## src/rtl/fb_pkg.sv

```systemverilog
// Shared frame-buffer constants, FSM state encoding and pixel payload type.
package fb_pkg;

    localparam int unsigned FB_X_W    = 8;
    localparam int unsigned FB_Y_W    = 8;
    localparam int unsigned FB_WIDTH  = 256;
    localparam int unsigned FB_HEIGHT = 256;

    typedef enum logic {
        ST_IDLE  = 1'b0,
        ST_CLEAR = 1'b1
    } state_t;

    typedef struct packed {
        logic [FB_X_W-1:0] x;
        logic [FB_Y_W-1:0] y;
        logic              value;
    } pixel_t;

endpackage

```

## src/rtl/rr_arbiter.sv

```systemverilog
// Round-robin arbiter: grants the first requester after the last winner.
module rr_arbiter #(
    parameter int unsigned N = 2,
    localparam int unsigned IDX_W = (N > 1) ? $clog2(N) : 1
) (
    input  logic             clock,
    input  logic             reset,
    input  logic [N-1:0]     req,
    input  logic             advance,
    output logic [N-1:0]     grant_onehot,
    output logic [IDX_W-1:0] grant_idx
);

    logic [IDX_W-1:0] ptr_q;
    logic [IDX_W-1:0] cand;
    logic             found;

    // Search upward from ptr+1 (mod N) for the first active request.
    always_comb begin
        grant_onehot = '0;
        grant_idx    = '0;
        found        = 1'b0;
        cand         = '0;
        for (int unsigned k = 1; k <= N; k++) begin
            cand = IDX_W'((32'(ptr_q) + k) % N);
            if (!found && req[cand]) begin
                found     = 1'b1;
                grant_idx = cand;
            end
        end
        grant_onehot[grant_idx] = found;
    end

    // Pointer starts at N-1 so requester 0 wins first; moves only on a transfer.
    always_ff @(posedge clock) begin
        if (reset) begin
            ptr_q <= IDX_W'(N - 1);
        end else if (advance) begin
            ptr_q <= grant_idx;
        end
    end

endmodule

```

## src/rtl/fb_write_arbiter.sv

```systemverilog
// Frame-buffer write port sharing: round-robin producer arbitration plus a
// full-buffer clear sweep, with a saturating count of producer writes.
module fb_write_arbiter
    import fb_pkg::*;
#(
    parameter int unsigned NUM_REQ     = 2,
    parameter int unsigned X_W         = FB_X_W,
    parameter int unsigned Y_W         = FB_Y_W,
    parameter int unsigned FB_WIDTH    = fb_pkg::FB_WIDTH,
    parameter int unsigned FB_HEIGHT   = fb_pkg::FB_HEIGHT,
    parameter logic        CLEAR_VALUE = 1'b0
) (
    input  logic                   clock,
    input  logic                   reset,
    input  logic [NUM_REQ-1:0]     req_valid,
    output logic [NUM_REQ-1:0]     req_ready,
    input  logic [NUM_REQ*X_W-1:0] req_x,
    input  logic [NUM_REQ*Y_W-1:0] req_y,
    input  logic [NUM_REQ-1:0]     req_value,
    input  logic                   clear_start,
    output logic                   clear_busy,
    output logic                   write_en,
    output logic [X_W-1:0]         write_x,
    output logic [Y_W-1:0]         write_y,
    output logic                   write_value,
    output logic [23:0]            write_count
);

    localparam int unsigned IDX_W  = (NUM_REQ > 1) ? $clog2(NUM_REQ) : 1;
    localparam int unsigned CNT_W  = 24;
    localparam logic [X_W-1:0]   X_LAST  = X_W'(FB_WIDTH - 1);
    localparam logic [Y_W-1:0]   Y_LAST  = Y_W'(FB_HEIGHT - 1);
    localparam logic [CNT_W-1:0] CNT_MAX = '1;

    state_t state_q, state_d;

    logic [X_W-1:0]   sx_q, sx_d;
    logic [Y_W-1:0]   sy_q, sy_d;
    logic             we_q, we_d;
    logic [X_W-1:0]   wx_q, wx_d;
    logic [Y_W-1:0]   wy_q, wy_d;
    logic             wv_q, wv_d;
    logic             busy_q;
    logic [CNT_W-1:0] count_q, count_d;

    logic [NUM_REQ-1:0] grant_onehot;
    logic [IDX_W-1:0]   grant_idx;
    logic               grant_ok;
    logic               transfer;
    logic               sweep_last;
    logic [X_W-1:0]     sel_x;
    logic [Y_W-1:0]     sel_y;
    logic               sel_value;

    rr_arbiter #(
        .N (NUM_REQ)
    ) u_rr (
        .clock        (clock),
        .reset        (reset),
        .req          (req_valid),
        .advance      (transfer),
        .grant_onehot (grant_onehot),
        .grant_idx    (grant_idx)
    );

    // Payload mux for the granted producer.
    always_comb begin
        sel_x     = '0;
        sel_y     = '0;
        sel_value = 1'b0;
        for (int unsigned i = 0; i < NUM_REQ; i++) begin
            if (IDX_W'(i) == grant_idx) begin
                sel_x     = req_x[i*X_W +: X_W];
                sel_y     = req_y[i*Y_W +: Y_W];
                sel_value = req_value[i];
            end
        end
    end

    // Next-state, handshake and write-port logic; clear_start beats any request.
    always_comb begin
        state_d    = state_q;
        sx_d       = sx_q;
        sy_d       = sy_q;
        we_d       = 1'b0;
        wx_d       = wx_q;
        wy_d       = wy_q;
        wv_d       = wv_q;
        count_d    = count_q;
        grant_ok   = (state_q == ST_IDLE) && !clear_start;
        req_ready  = grant_ok ? grant_onehot : '0;
        transfer   = |(req_valid & req_ready);
        sweep_last = (sx_q == X_LAST) && (sy_q == Y_LAST);

        case (state_q)
            ST_IDLE: begin
                if (clear_start) begin
                    state_d = ST_CLEAR;
                    sx_d    = '0;
                    sy_d    = '0;
                    we_d    = 1'b1;
                    wx_d    = '0;
                    wy_d    = '0;
                    wv_d    = CLEAR_VALUE;
                    count_d = '0;
                end else if (transfer) begin
                    we_d = 1'b1;
                    wx_d = sel_x;
                    wy_d = sel_y;
                    wv_d = sel_value;
                    if (count_q != CNT_MAX) begin
                        count_d = count_q + CNT_W'(1);
                    end
                end
            end
            ST_CLEAR: begin
                // sx/sy name the pixel currently on the write port.
                if (sweep_last) begin
                    state_d = ST_IDLE;
                    sx_d    = '0;
                    sy_d    = '0;
                end else begin
                    if (sx_q == X_LAST) begin
                        sx_d = '0;
                        sy_d = sy_q + Y_W'(1);
                    end else begin
                        sx_d = sx_q + X_W'(1);
                    end
                    we_d = 1'b1;
                    wx_d = sx_d;
                    wy_d = sy_d;
                    wv_d = CLEAR_VALUE;
                end
            end
            default: begin
                state_d = ST_IDLE;
            end
        endcase
    end

    // State, sweep counters and registered write port.
    always_ff @(posedge clock) begin
        if (reset) begin
            state_q <= ST_IDLE;
            sx_q    <= '0;
            sy_q    <= '0;
            we_q    <= 1'b0;
            wx_q    <= '0;
            wy_q    <= '0;
            wv_q    <= 1'b0;
            busy_q  <= 1'b0;
            count_q <= '0;
        end else begin
            state_q <= state_d;
            sx_q    <= sx_d;
            sy_q    <= sy_d;
            we_q    <= we_d;
            wx_q    <= wx_d;
            wy_q    <= wy_d;
            wv_q    <= wv_d;
            busy_q  <= (state_d == ST_CLEAR);
            count_q <= count_d;
        end
    end

    assign clear_busy  = busy_q;
    assign write_en    = we_q;
    assign write_x     = wx_q;
    assign write_y     = wy_q;
    assign write_value = wv_q;
    assign write_count = count_q;

endmodule
```

## config.mk

```make
export PLATFORM = sky130hd
export DESIGN_NAME = fb_write_arbiter
export DESIGN_NICKNAME = d
export VERILOG_FILES = /design/src/rtl/fb_pkg.sv /design/src/rtl/rr_arbiter.sv /design/src/rtl/fb_write_arbiter.sv
export SDC_FILE = /design/constraint.sdc
export NUM_CORES = 1
export LEC_CHECK = 0
export ABC_AREA = 0
export CORE_MARGIN = 8
export CORE_UTILIZATION = 35
export DETAILED_ROUTE_END_ITERATION = 8
export DONT_BUFFER_PORTS = 1
export SLEW_MARGIN = 15
export SYNTH_ARGS = -nofsm -noshare
export SYNTH_HDL_FRONTEND = slang
export SYNTH_SLANG_ARGS = --single-unit
```

## constraint.sdc

```tcl
create_clock -name clock -period 4 [get_ports clock]
set_input_delay 0.2 -clock clock [delete_from_list [all_inputs] [get_ports clock]]
set_output_delay 0.2 -clock clock [all_outputs]
set_load 0.05 [all_outputs]
```

==> metrics.yaml <==
synth:
  synthesis.nets: 467
  yosysWarningCount: 0
  synth_area_leaders: "dfxtp_1 (35%), a21oi_1 (7.5%), nand2_1 (6.5%)"
  ys.flop_type: "dfxtp_1"
  postSynthAreaPerCell_um2: 7.98
  synthesis.area_mm2: 0.00339
  number_of_storage_elements_in_the_synthesis_netlist: 60
  synthArstFlopShare_pct: 0
  synth_top_cell_by_area: "dfxtp_1"
  synth.yosys.seq_area_share_pct: 35.4
  synth_edf_count: 0
  ys_types: 59
  syn_inst: 425
  netlist.area_leader.share_pct: 35.4
routing:
  drt_first_pass_iters: 4
  route.antenna.remaining_nets: 0
  wl_um: 9810
  drt-vias-per-instance: 5.56
  route.detailed.wl_per_inst_um: 17.8
  dr_total_vias: 3061
  detailroute.wirelength.met2_um: 4700
  first_iter_violations: 266
  wl_met3_um: 991
  detail_route.drc_violations: 0
  met1_length_um: 3930
  uppermost_signal_routing_layer_after_detailed_routing: "met4"
cts:
  tritoncts: "yes"
  post-cts-setup-buffer-count: 0
  cts_inserted_buffers: 9
  root_buf_cell: "clkbuf_8"
  clock_sink_count: 60
  cts_resized: 0
  path_clk_slew_ns: 0.06
  clk-insertion-delay-late_ns: 0.34
  cts_max_path_buffers: 2
  clock_tree.htree_level_count: 3
  number_of_buffers_inserted_for_hold_repair_after_clock_tree_synthesis: 1
pwr:
  lkg_pwr_nw: 1.24
  internal-power_w: 0.000973
  peakVddDrop_v: 0.000137
  p_sw_w: 0.000378
  power_per_cell_area_mw_per_mm2: 372
  seq_power_share_pct: 49.6
  switching_share_pct: 28.0
  power.clock.fraction_pct: 41.3
  comb_power_share_pct: 9.1
global_routing:
  first_global_vias: 3081
  overflow: 0
  grt_max_degree: 34
  grtUsageTotal_pct: 15.0
  grt_pass1_wl_um: 15600
  antenna_violations_before_repair: 0
critical_path:
  worst_r2r_path_depth: 5
  timing.rr.start: "write_count[3]$_SDFFE_PP0P_"
  critPathBufInv: 2
  path_class: "reg -> out"
  cp_data_arrival_time_ns: 2.21
  critical_path_required_ns: 3.80
  rrSetupSlack_ns: 1.68
  cp_top_family: "simple AND/OR/NAND/NOR gates"
  reg2reg_to: "write_count[14]$_SDFFE_PP0P_"
  endpoint_kind: "output pin"
  crit_path_top_delay_cell: "nor2_1"
  setup.worst_path.start_class: "flop"
  worstPathCellList: "buf_4, nor2_1, nand2_1, a21oi_1, buf_4"
  cpMostUsedCell: "buf_4"
  worst_path_maximum_fanout: 27
  max_stage_delay_ns: 0.70
timing:
  timing.max_slew.rel_slack_pct: 23.3
  timing.fmax_mhz: 415
  layout_worst_path_cycle_share_pct: 60.3
  hold_viol: 0
  timing.clock.skew_ns: 0.0116
  timing.final.setup_violations: 0
  post-route-worst-setup-slack_ns: 1.59
  final.min_clock_period_ns: 2.41
  setup_total_negative_slack_ns: 0
  grt_setup_unrepaired: "false"
  worstMarginPinSlew_ns: 1.15
  slew_violations: 0
final_layout:
  fillCellCount: 1000
  area_growth_pct: 7.04
  final_common_cell: "dfxtp_1"
  area_taken_by_multi_input_logic_gates_mm2: 0.00200
  final_cell_mix: "dfxtp_1 (60), nand2_1 (59), a21oi_1 (51)"
  seqCellArea_mm2: 0.00120
  post_route_cells_drive_above_1_share_pct: 10.3
  final_core_utilization_pct: 37.9
  antenna_cells_inserted: 0
  nNetsFinal: 455
placed_design:
  pre_cts_ws_ns: 1.69
  port_buffers: 0
  place.gp.congestion: 0.876
  hpwlAfterDp_um: 7140
die:
  start_util_pct: 35.4
  chipWidth_um: 114
  io-pin-count: 84
  die_area_mm2: 0.0131
  y_dimension_of_the_die_um: 114
  fp-row-count: 36
  design.core.area_mm2: 0.00959
worst_hold_path:
  hold-path-cell-count: 2
  hp-class: "in -> reg"
  timing.hold.worst.start: "req_valid[0]"
  timing.hold.worst_endpoint: "u_rr.ptr_q$_SDFFE_PP1P_"
status:
  outcome: "complete, no violations"
flow_run:
  timing.max_cap.violations: 0
cells in the mapped netlist (all sizes together) (8+ instances only):
cell type / number
a211oi: 16
a21oi: 51
and4: 8
buf: 14
clkbuf: 13
dfxtp: 60
nand2: 59
nand3: 17
nand4: 10
nor2: 43
nor3: 18
o21ai: 19
or3: 15
xnor2: 8
kinds of logic after synthesis:
kind of cell | Yosys count | share of synthesized area, %
AOI/OAI and AO/OA | 114 | 22.5
xor gates and xnor gates | 13 | 3.36
adders and majority gates | 3 | 1.11
buffers and inverters | 33 | 5.75
DFF | 60 | 35.4
muxes | 4 | 1.22
and+or+nand+nor | 198 | 30.7
metrics by stage:
step / hold slack, ns / total power (W) / instance area [um2] / cells
after floorplan: 0.391 / 0.000779 / 3390 / 425
after global placement: 0.276 / 0.000799 / 3410 / 534
after detailed placement: 0.278 / 0.000801 / 3410 / 534
after CTS: 0.0693 / 0.00137 / 3630 / 551
after global routing: 0.0879 / 0.00142 / 3630 / 551
final: 0.0808 / 0.00135 / 3630 / 551
power by group through the flow:
stage / clock network [W] / logic (W) / registers (W)
3_5_place_dp: 0 / 0.000116 / 0.000685
6_report: 0.000558 / 0.000123 / 0.000671
5_1_grt: 0.000607 / 0.000135 / 0.000673
3_3_place_gp: 0 / 0.000114 / 0.000685
2_1_floorplan: 0 / 0.0000969 / 0.000682
4_1_cts: 0.000571 / 0.000124 / 0.000672
cell type report:
class / count / area share, %
clock buffers: 12 / 4.27
clock inverters: 4 / 1.31
inverters: 6 / 0.620
multi-input cells: 332 / 55.0
flip-flops and latches: 60 / 33.1
well taps: 133 / 4.58
repair buffers: 4 / 1.17
sequential cells by signal, summed over array words and instances (netlist names):
signal / cells
clear_busy: 1
sx_q: 8
sy_q: 8
u_rr.ptr_q: 1
write_count: 24
write_en: 1
write_value: 1
write_x: 8
write_y: 8
per-layer routing:
layer / vias to the layer above / GRT usage (%)
met4: 0 / 6.03
met1: 1418 / 16.5
met2: 106 / 25.3
met5: - / 0
li1: 1521 / -
met3: 16 / 6.12
worst max path at each step:
stage / depth (start not counted) / to / from / slack (ns)
2_1_floorplan: 5 / u_rr.ptr_q$_SDFFE_PP1P_ / clear_busy$_SDFF_PP0_ / 1.91
3_3_place_gp: 6 / write_count[14]$_SDFFE_PP0P_ / write_count[0]$_SDFFE_PP0P_ / 1.73
3_5_place_dp: 5 / write_count[12]$_SDFFE_PP0P_ / write_count[3]$_SDFFE_PP0P_ / 1.69
4_1_cts: 5 / req_ready[0] / clear_busy$_SDFF_PP0_ / 1.55
5_1_grt: 5 / req_ready[0] / clear_busy$_SDFF_PP0_ / 1.39
6_report: 5 / req_ready[0] / clear_busy$_SDFF_PP0_ / 1.59
(Power assumes the default switching activity.)
